===== config.mk =====
export PLATFORM = sky130hd
export DESIGN_NAME = ps2_keyboard
export DESIGN_NICKNAME = d
export VERILOG_FILES = /design/src/rtl/ps2_pkg.sv /design/src/rtl/ps2_scan_decode.sv /design/src/rtl/ps2_keyboard.sv
export SDC_FILE = /design/constraint.sdc
export NUM_CORES = 1
export LEC_CHECK = 0
export CAP_MARGIN = 20
export CORE_MARGIN = 5
export CORE_UTILIZATION = 53
export DETAILED_ROUTE_END_ITERATION = 8
export MAX_ROUTING_LAYER = met4
export PLACE_DENSITY = 0.74
export SLEW_MARGIN = 10
export SYNTH_ARGS = -nofsm -noshare
export SYNTH_HDL_FRONTEND = slang
export SYNTH_HIERARCHICAL = 1
export SYNTH_SLANG_ARGS = --single-unit

===== constraint.sdc =====
create_clock -name clk25 -period 2.5 [get_ports clk25]
set_input_delay 0.25 -clock clk25 [delete_from_list [all_inputs] [get_ports clk25]]
set_output_delay 0.25 -clock clk25 [all_outputs]
set_load 0.03 [all_outputs]

===== src/rtl/ps2_pkg.sv =====
// Shared types and constants for the PS/2 keyboard receiver and decoder.
package ps2_pkg;

    typedef enum logic [1:0] {
        ST_IDLE   = 2'd0,
        ST_DATA   = 2'd1,
        ST_PARITY = 2'd2,
        ST_STOP   = 2'd3
    } rx_state_t;

    localparam int TIMEOUT_CYCLES_DEFAULT = 25000;

    localparam logic [7:0] SC_BREAK  = 8'hF0;
    localparam logic [7:0] SC_EXT    = 8'hE0;
    localparam logic [7:0] SC_LSHIFT = 8'h12;
    localparam logic [7:0] SC_RSHIFT = 8'h59;
    localparam logic [7:0] SC_CTRL   = 8'h14;
    localparam logic [7:0] SC_F12    = 8'h07;

    // Odd parity: data bits plus parity bit must hold an odd number of ones.
    function automatic logic odd_parity_ok(input logic [7:0] data, input logic parity);
        return ^{data, parity};
    endfunction

endpackage


===== src/rtl/ps2_scan_decode.sv =====
// Combinational PS/2 set-2 scancode to Apple-1 7-bit ASCII translation.
module ps2_scan_decode (
    input  logic [7:0] scancode,
    input  logic       shift,
    input  logic       ctrl,
    output logic [6:0] ascii,
    output logic       valid
);

    logic [6:0] base;
    logic       is_letter;

    always_comb begin
        base  = 7'h00;
        valid = 1'b1;
        case (scancode)
            8'h1C: base = 7'h41;
            8'h32: base = 7'h42;
            8'h21: base = 7'h43;
            8'h23: base = 7'h44;
            8'h24: base = 7'h45;
            8'h2B: base = 7'h46;
            8'h34: base = 7'h47;
            8'h33: base = 7'h48;
            8'h43: base = 7'h49;
            8'h3B: base = 7'h4A;
            8'h42: base = 7'h4B;
            8'h4B: base = 7'h4C;
            8'h3A: base = 7'h4D;
            8'h31: base = 7'h4E;
            8'h44: base = 7'h4F;
            8'h4D: base = 7'h50;
            8'h15: base = 7'h51;
            8'h2D: base = 7'h52;
            8'h1B: base = 7'h53;
            8'h2C: base = 7'h54;
            8'h3C: base = 7'h55;
            8'h2A: base = 7'h56;
            8'h1D: base = 7'h57;
            8'h22: base = 7'h58;
            8'h35: base = 7'h59;
            8'h1A: base = 7'h5A;
            8'h16: base = shift ? 7'h21 : 7'h31;
            8'h1E: base = shift ? 7'h40 : 7'h32;
            8'h26: base = shift ? 7'h23 : 7'h33;
            8'h25: base = shift ? 7'h24 : 7'h34;
            8'h2E: base = shift ? 7'h25 : 7'h35;
            8'h36: base = shift ? 7'h5E : 7'h36;
            8'h3D: base = shift ? 7'h26 : 7'h37;
            8'h3E: base = shift ? 7'h2A : 7'h38;
            8'h46: base = shift ? 7'h28 : 7'h39;
            8'h45: base = shift ? 7'h29 : 7'h30;
            8'h4E: base = shift ? 7'h5F : 7'h2D;
            8'h55: base = shift ? 7'h2B : 7'h3D;
            8'h4C: base = shift ? 7'h3A : 7'h3B;
            8'h52: base = shift ? 7'h22 : 7'h27;
            8'h41: base = shift ? 7'h3C : 7'h2C;
            8'h49: base = shift ? 7'h3E : 7'h2E;
            8'h4A: base = shift ? 7'h3F : 7'h2F;
            // Brackets and backslash have no shifted form in the Apple-1 set.
            8'h54: base = 7'h5B;
            8'h5D: base = 7'h5C;
            8'h5B: base = 7'h5D;
            8'h5A: base = 7'h0D;
            8'h66: base = 7'h5F;
            8'h76: base = 7'h1B;
            8'h29: base = 7'h20;
            default: valid = 1'b0;
        endcase
    end

    assign is_letter = (base >= 7'h41) && (base <= 7'h5A);
    assign ascii     = (ctrl && is_letter) ? (base & 7'h1F) : base;

endmodule


===== src/rtl/ps2_keyboard.sv =====
// PS/2 keyboard receiver with Apple-1 KBD/KBDCR register interface.
// Define PS2_PARITY_CHECK_EN to discard frames failing odd parity.
//
// state     | meaning
// ST_IDLE   | waiting for a start bit (data low on a clock edge)
// ST_DATA   | shifting in 8 data bits, LSB first
// ST_PARITY | sampling the parity bit
// ST_STOP   | sampling the stop bit; frame accepted when it is 1
module ps2_keyboard
    import ps2_pkg::*;
#(
    parameter int TIMEOUT_CYCLES = TIMEOUT_CYCLES_DEFAULT
) (
    input  logic       clk25,
    input  logic       rst_n,
    input  logic       enable,
    input  logic       ps2_clk,
    input  logic       ps2_din,
    input  logic       address,
    input  logic       r_en,
    output logic [7:0] dout,
    output logic       clr_screen
);

    localparam int TW = (TIMEOUT_CYCLES > 1) ? $clog2(TIMEOUT_CYCLES) : 1;
    localparam logic [TW-1:0] TIMER_LOAD = TW'(TIMEOUT_CYCLES - 1);

    logic clk_s1, clk_s2, clk_prev;
    logic din_s1, din_s2;
    logic ps2_edge;

    rx_state_t      state;
    logic [7:0]     shift_reg;
    logic [2:0]     bit_cnt;
    logic [TW-1:0]  timer;
    logic [7:0]     rx_byte;
    logic           rx_valid;
    logic           parity_ok;

    logic       brk_pending, ext_pending, shift_flag, ctrl_flag;
    logic       ready;
    logic [6:0] kbd_data;
    logic [6:0] dec_ascii;
    logic       dec_valid;
    logic       is_prefix, new_char, rd_data;

    always_ff @(posedge clk25 or negedge rst_n) begin
        if (!rst_n) begin
            clk_s1   <= 1'b1;
            clk_s2   <= 1'b1;
            clk_prev <= 1'b1;
            din_s1   <= 1'b1;
            din_s2   <= 1'b1;
        end else begin
            clk_s1   <= ps2_clk;
            clk_s2   <= clk_s1;
            clk_prev <= clk_s2;
            din_s1   <= ps2_din;
            din_s2   <= din_s1;
        end
    end

    assign ps2_edge = clk_prev & ~clk_s2;

`ifdef PS2_PARITY_CHECK_EN
    logic parity_bit;
    assign parity_ok = odd_parity_ok(shift_reg, parity_bit);
`else
    assign parity_ok = 1'b1;
`endif

    always_ff @(posedge clk25 or negedge rst_n) begin
        if (!rst_n) begin
            state     <= ST_IDLE;
            shift_reg <= '0;
            bit_cnt   <= '0;
            timer     <= '0;
            rx_byte   <= '0;
            rx_valid  <= 1'b0;
`ifdef PS2_PARITY_CHECK_EN
            parity_bit <= 1'b0;
`endif
        end else begin
            rx_valid <= 1'b0;
            if (ps2_edge) begin
                timer <= TIMER_LOAD;
                case (state)
                    ST_IDLE: begin
                        if (!din_s2) begin
                            state   <= ST_DATA;
                            bit_cnt <= '0;
                        end
                    end
                    ST_DATA: begin
                        shift_reg <= {din_s2, shift_reg[7:1]};
                        bit_cnt   <= bit_cnt + 3'd1;
                        if (bit_cnt == 3'd7)
                            state <= ST_PARITY;
                    end
                    ST_PARITY: begin
`ifdef PS2_PARITY_CHECK_EN
                        parity_bit <= din_s2;
`endif
                        state <= ST_STOP;
                    end
                    ST_STOP: begin
                        state    <= ST_IDLE;
                        rx_byte  <= shift_reg;
                        rx_valid <= din_s2 & parity_ok;
                    end
                endcase
            end else if (state != ST_IDLE) begin
                // A stalled keyboard must not leave a half frame that would
                // swallow the start bit of the next one.
                if (timer == '0) begin
                    state     <= ST_IDLE;
                    shift_reg <= '0;
                    bit_cnt   <= '0;
                end else begin
                    timer <= timer - 1'b1;
                end
            end
        end
    end

    ps2_scan_decode u_decode (
        .scancode (rx_byte),
        .shift    (shift_flag),
        .ctrl     (ctrl_flag),
        .ascii    (dec_ascii),
        .valid    (dec_valid)
    );

    assign is_prefix = (rx_byte == SC_BREAK) || (rx_byte == SC_EXT);
    assign new_char  = rx_valid && !is_prefix && !brk_pending && !ext_pending && dec_valid;
    assign rd_data   = enable & r_en & ~address;

    always_ff @(posedge clk25 or negedge rst_n) begin
        if (!rst_n) begin
            brk_pending <= 1'b0;
            ext_pending <= 1'b0;
            shift_flag  <= 1'b0;
            ctrl_flag   <= 1'b0;
            clr_screen  <= 1'b0;
            kbd_data    <= '0;
            ready       <= 1'b0;
        end else begin
            if (new_char) begin
                kbd_data <= dec_ascii;
                ready    <= 1'b1;
            end else if (rd_data) begin
                ready <= 1'b0;
            end

            if (rx_valid) begin
                if (rx_byte == SC_BREAK) begin
                    brk_pending <= 1'b1;
                end else if (rx_byte == SC_EXT) begin
                    ext_pending <= 1'b1;
                end else begin
                    brk_pending <= 1'b0;
                    ext_pending <= 1'b0;
                    if (!ext_pending) begin
                        if (rx_byte == SC_LSHIFT || rx_byte == SC_RSHIFT)
                            shift_flag <= !brk_pending;
                        else if (rx_byte == SC_CTRL)
                            ctrl_flag <= !brk_pending;
                        else if (rx_byte == SC_F12)
                            clr_screen <= !brk_pending;
                    end
                end
            end
        end
    end

    always_comb begin
        dout = {1'b1, kbd_data};
        if (address)
            dout = {ready, 7'b0};
    end

endmodule


==> impl_results.md <==
* Outcome: finished, violations left
* Failing checks: setup timing
* Final setup violation count at 8
* Buffers added on ports at 15
* Fmax at 0.374 GHz
* Minimum clock period at 2670 ps
* Post-DP HPWL at 8530 um
* Global route overflow at 0
* Fill count at 567
* Yosys top cell area share at 0.306
* Routed vias/inst at 6.40
* Row count at 32
* Largest net degree at the start of global routing at 31
* DRT iter0 DRCs at 376
* Footprint of the flip-flops and latches at 1390 um^2
* Worst EP arrival at 2890 ps
* Clk slew on worst S/H paths at 110 ps
* H-tree depth at 2
* Chip height at 97.8 um
* Clk sinks at 55
* Seq cells post-synth at 55
* I/O Pins at 16
* DR vias at 4233
* Net Sw Frac at 0.406
* Total track usage at 0.257
* Startpoint class of the critical path: flop
* Slew Limit Fails at 0
* Post-route insts no fill at 661
* Initial Util at 0.537
* Synth Area per Inst at 8.75 um^2
* WL final at 12400 um
* Die width at 97.8 um
* Area post-placement at 4800 um^2
* Die Footprint at 9560 um^2
* Max-cap violations at 0
* CTS Buf Count at 5
* Post-Place Cells at 631
* Average wire per standard cell at 18.8 um
* Initial antenna violation count at 0
* Synth top area cells: dfrtp_1, mux2_2, nor2_1, dfstp_2, nand2_1
* ANT cells at 0
* Router iterations before antenna repair at 5
* GPL Wtd Cong at 1.01
* Tcrit/Tclk final at 1.07
* Clock Latency Late Sink at 310 ps
* Post-Syn Area at 4090 um^2
* First-pass GRT wire length at 19800 um
* Post-synth EDFFs at 0
* Combinational fraction of design power at 0.488
* Pwr dens at 641 nW/um^2
* Multi-input gate area at 2690 um^2
* Sw power at 1.40 mW
* Peak supply drop at 0.000489 V
* Pre-CTS setup slack at -252 ps
* Share of synthesized registers carrying an async set or reset at 1.00
* RSZ-0062 raised after global routing: true
* P_leak at 2.25 nW
* Most frequent cells in the layout: buf_4, dfrtp_1, nor2_1, nand2_1, a21oi_1
* Root Driver: clkbuf_8
* Dominant synthesized flop cell: dfrtp_1
* Sequential share of power at 0.352
* Yosys cell types at 83
* Setup TNS at -1110 ps
* Worst Path Required at 2710 ps
* Post-synth net total at 481
* Max clock buf depth at 2
* Worst slew pin tran at 540 ps
* Post-Syn Instances at 467
* Final nets at 572
* Synth area leader: dfrtp_1
* Sequential area share after synthesis at 0.338
* CTS tree: built
* CP Max Fanout at 8
* Vias in the first global route at 4083
* Area delta synth->final at 31.1%
* Final hold violation count at 0
* P_int at 2.04 mW
* Final setup margin at -173 ps
* Crit Path Class: reg -> reg
* Clock Skews at 4.04 ps
* Core area at 7610 um^2
* Crit end category: flop
* Commonest non-fill, non-tap cell in the layout: buf_4
* Routed Antenna Nets at 0
* Slew HR at 0.631
* DRC violations left at 0
* Max reg flops at 15
* Worst min path class: in -> reg
* Final Cell Area at 5350 um^2
* Clock power frac at 0.161
* YS warnings at 6
* Share of cells above drive strength 1 at 0.340
## cells in the mapped netlist (7+ instances only)
| cell | count |
|---|---|
| buf_2 | 12 |
| o21ai_0 | 14 |
| inv_1 | 16 |
| nand2b_1 | 17 |
| nand2_1 | 35 |
| nor4_1 | 16 |
| nand4_1 | 7 |
| a31oi_1 | 11 |
| mux2_2 | 15 |
| dfrtp_1 | 50 |
| a21oi_1 | 24 |
| nor2_1 | 40 |
| nor3_1 | 16 |
| nor2b_1 | 14 |
| nand3_1 | 16 |
| clkbuf_1 | 12 |
| or3_1 | 7 |
| ha_1 | 7 |
## what timing repair did
item	in CTS	in global routing
setup endpoints to repair	8	8
resized for setup	41	24
gates cloned	0	1
hold endpoints to repair	14	0
hold buffers	1	0
buffers inserted	16	5
pin swaps	12	14
## critical path, stage by stage (launching register included)
cell,delay [ps]
dfrtp_2,480
buf_12,160
nor3b_4,150
o2111ai_2,260
o21ai_2,140
a2111oi_2,360
buf_4,160
nand4_1,160
buf_4,210
o211ai_1,100
a32oi_1,100
mux2_4,290
## kinds of logic after synthesis
logic type | share of synthesized area
AOI/OAI and AO/OA | 0.186
xor gates and xnor gates | 0.00827
adders and majority gates | 0.0214
buffers and inverters | 0.0588
DFF | 0.338
muxes | 0.0536
and+or+nand+nor | 0.334
## stage by stage
| stage | hold WS [ps] | total power, mW | util |
|---|---|---|---|
| floorplan | -45.6 | 2.09 | - |
| global placement | 167 | 2.57 | 0.631 |
| detailed placement | 173 | 2.60 | 0.631 |
| CTS | 325 | 3.30 | 0.683 |
| global route | 310 | 3.64 | 0.704 |
| finish | 330 | 3.43 | 0.704 |
## final timing paths
kind                            depth (start not counted)  slack (ps)          end       start
worst max-delay path                                   11        -170  kbd_data[6]  rx_byte[1]
worst min-delay path                                    1         330       clk_s1     ps2_clk
worst max register to register                         11        -170  kbd_data[6]  rx_byte[1]
worst min register to register                          0         370       clk_s2      clk_s1
max in group asynchronous                               3        1470       din_s2       rst_n
min in group asynchronous                               2         360        ready       rst_n
## layout make-up
type | instances | area share
clock buffer | 5 | 0.0129
clock inverter | 3 | 0.00631
inverter | 16 | 0.0112
multi-input combinational | 363 | 0.502
sequential | 55 | 0.259
tap | 102 | 0.0238
timing repair buffer | 117 | 0.185
## metal layers
metal	global-route usage	up-vias	part of all wire
li1	-	1932	-
met1	0.307	2038	0.40
met2	0.432	221	0.51
met3	0.0414	42	0.063
met4	0.109	0	0.031
met5	-	-	0
## power groups by stage
stage / clock, mW / combinational [mW] / sequential [mW]
floorplan: 0 / 0.885 / 1.20
global placement: 0 / 1.36 / 1.20
detailed placement: 0 / 1.39 / 1.21
CTS: 0.562 / 1.53 / 1.20
global route: 0.611 / 1.80 / 1.23
finish: 0.553 / 1.67 / 1.21
Note: power is estimated with default switching activity, not from simulation.
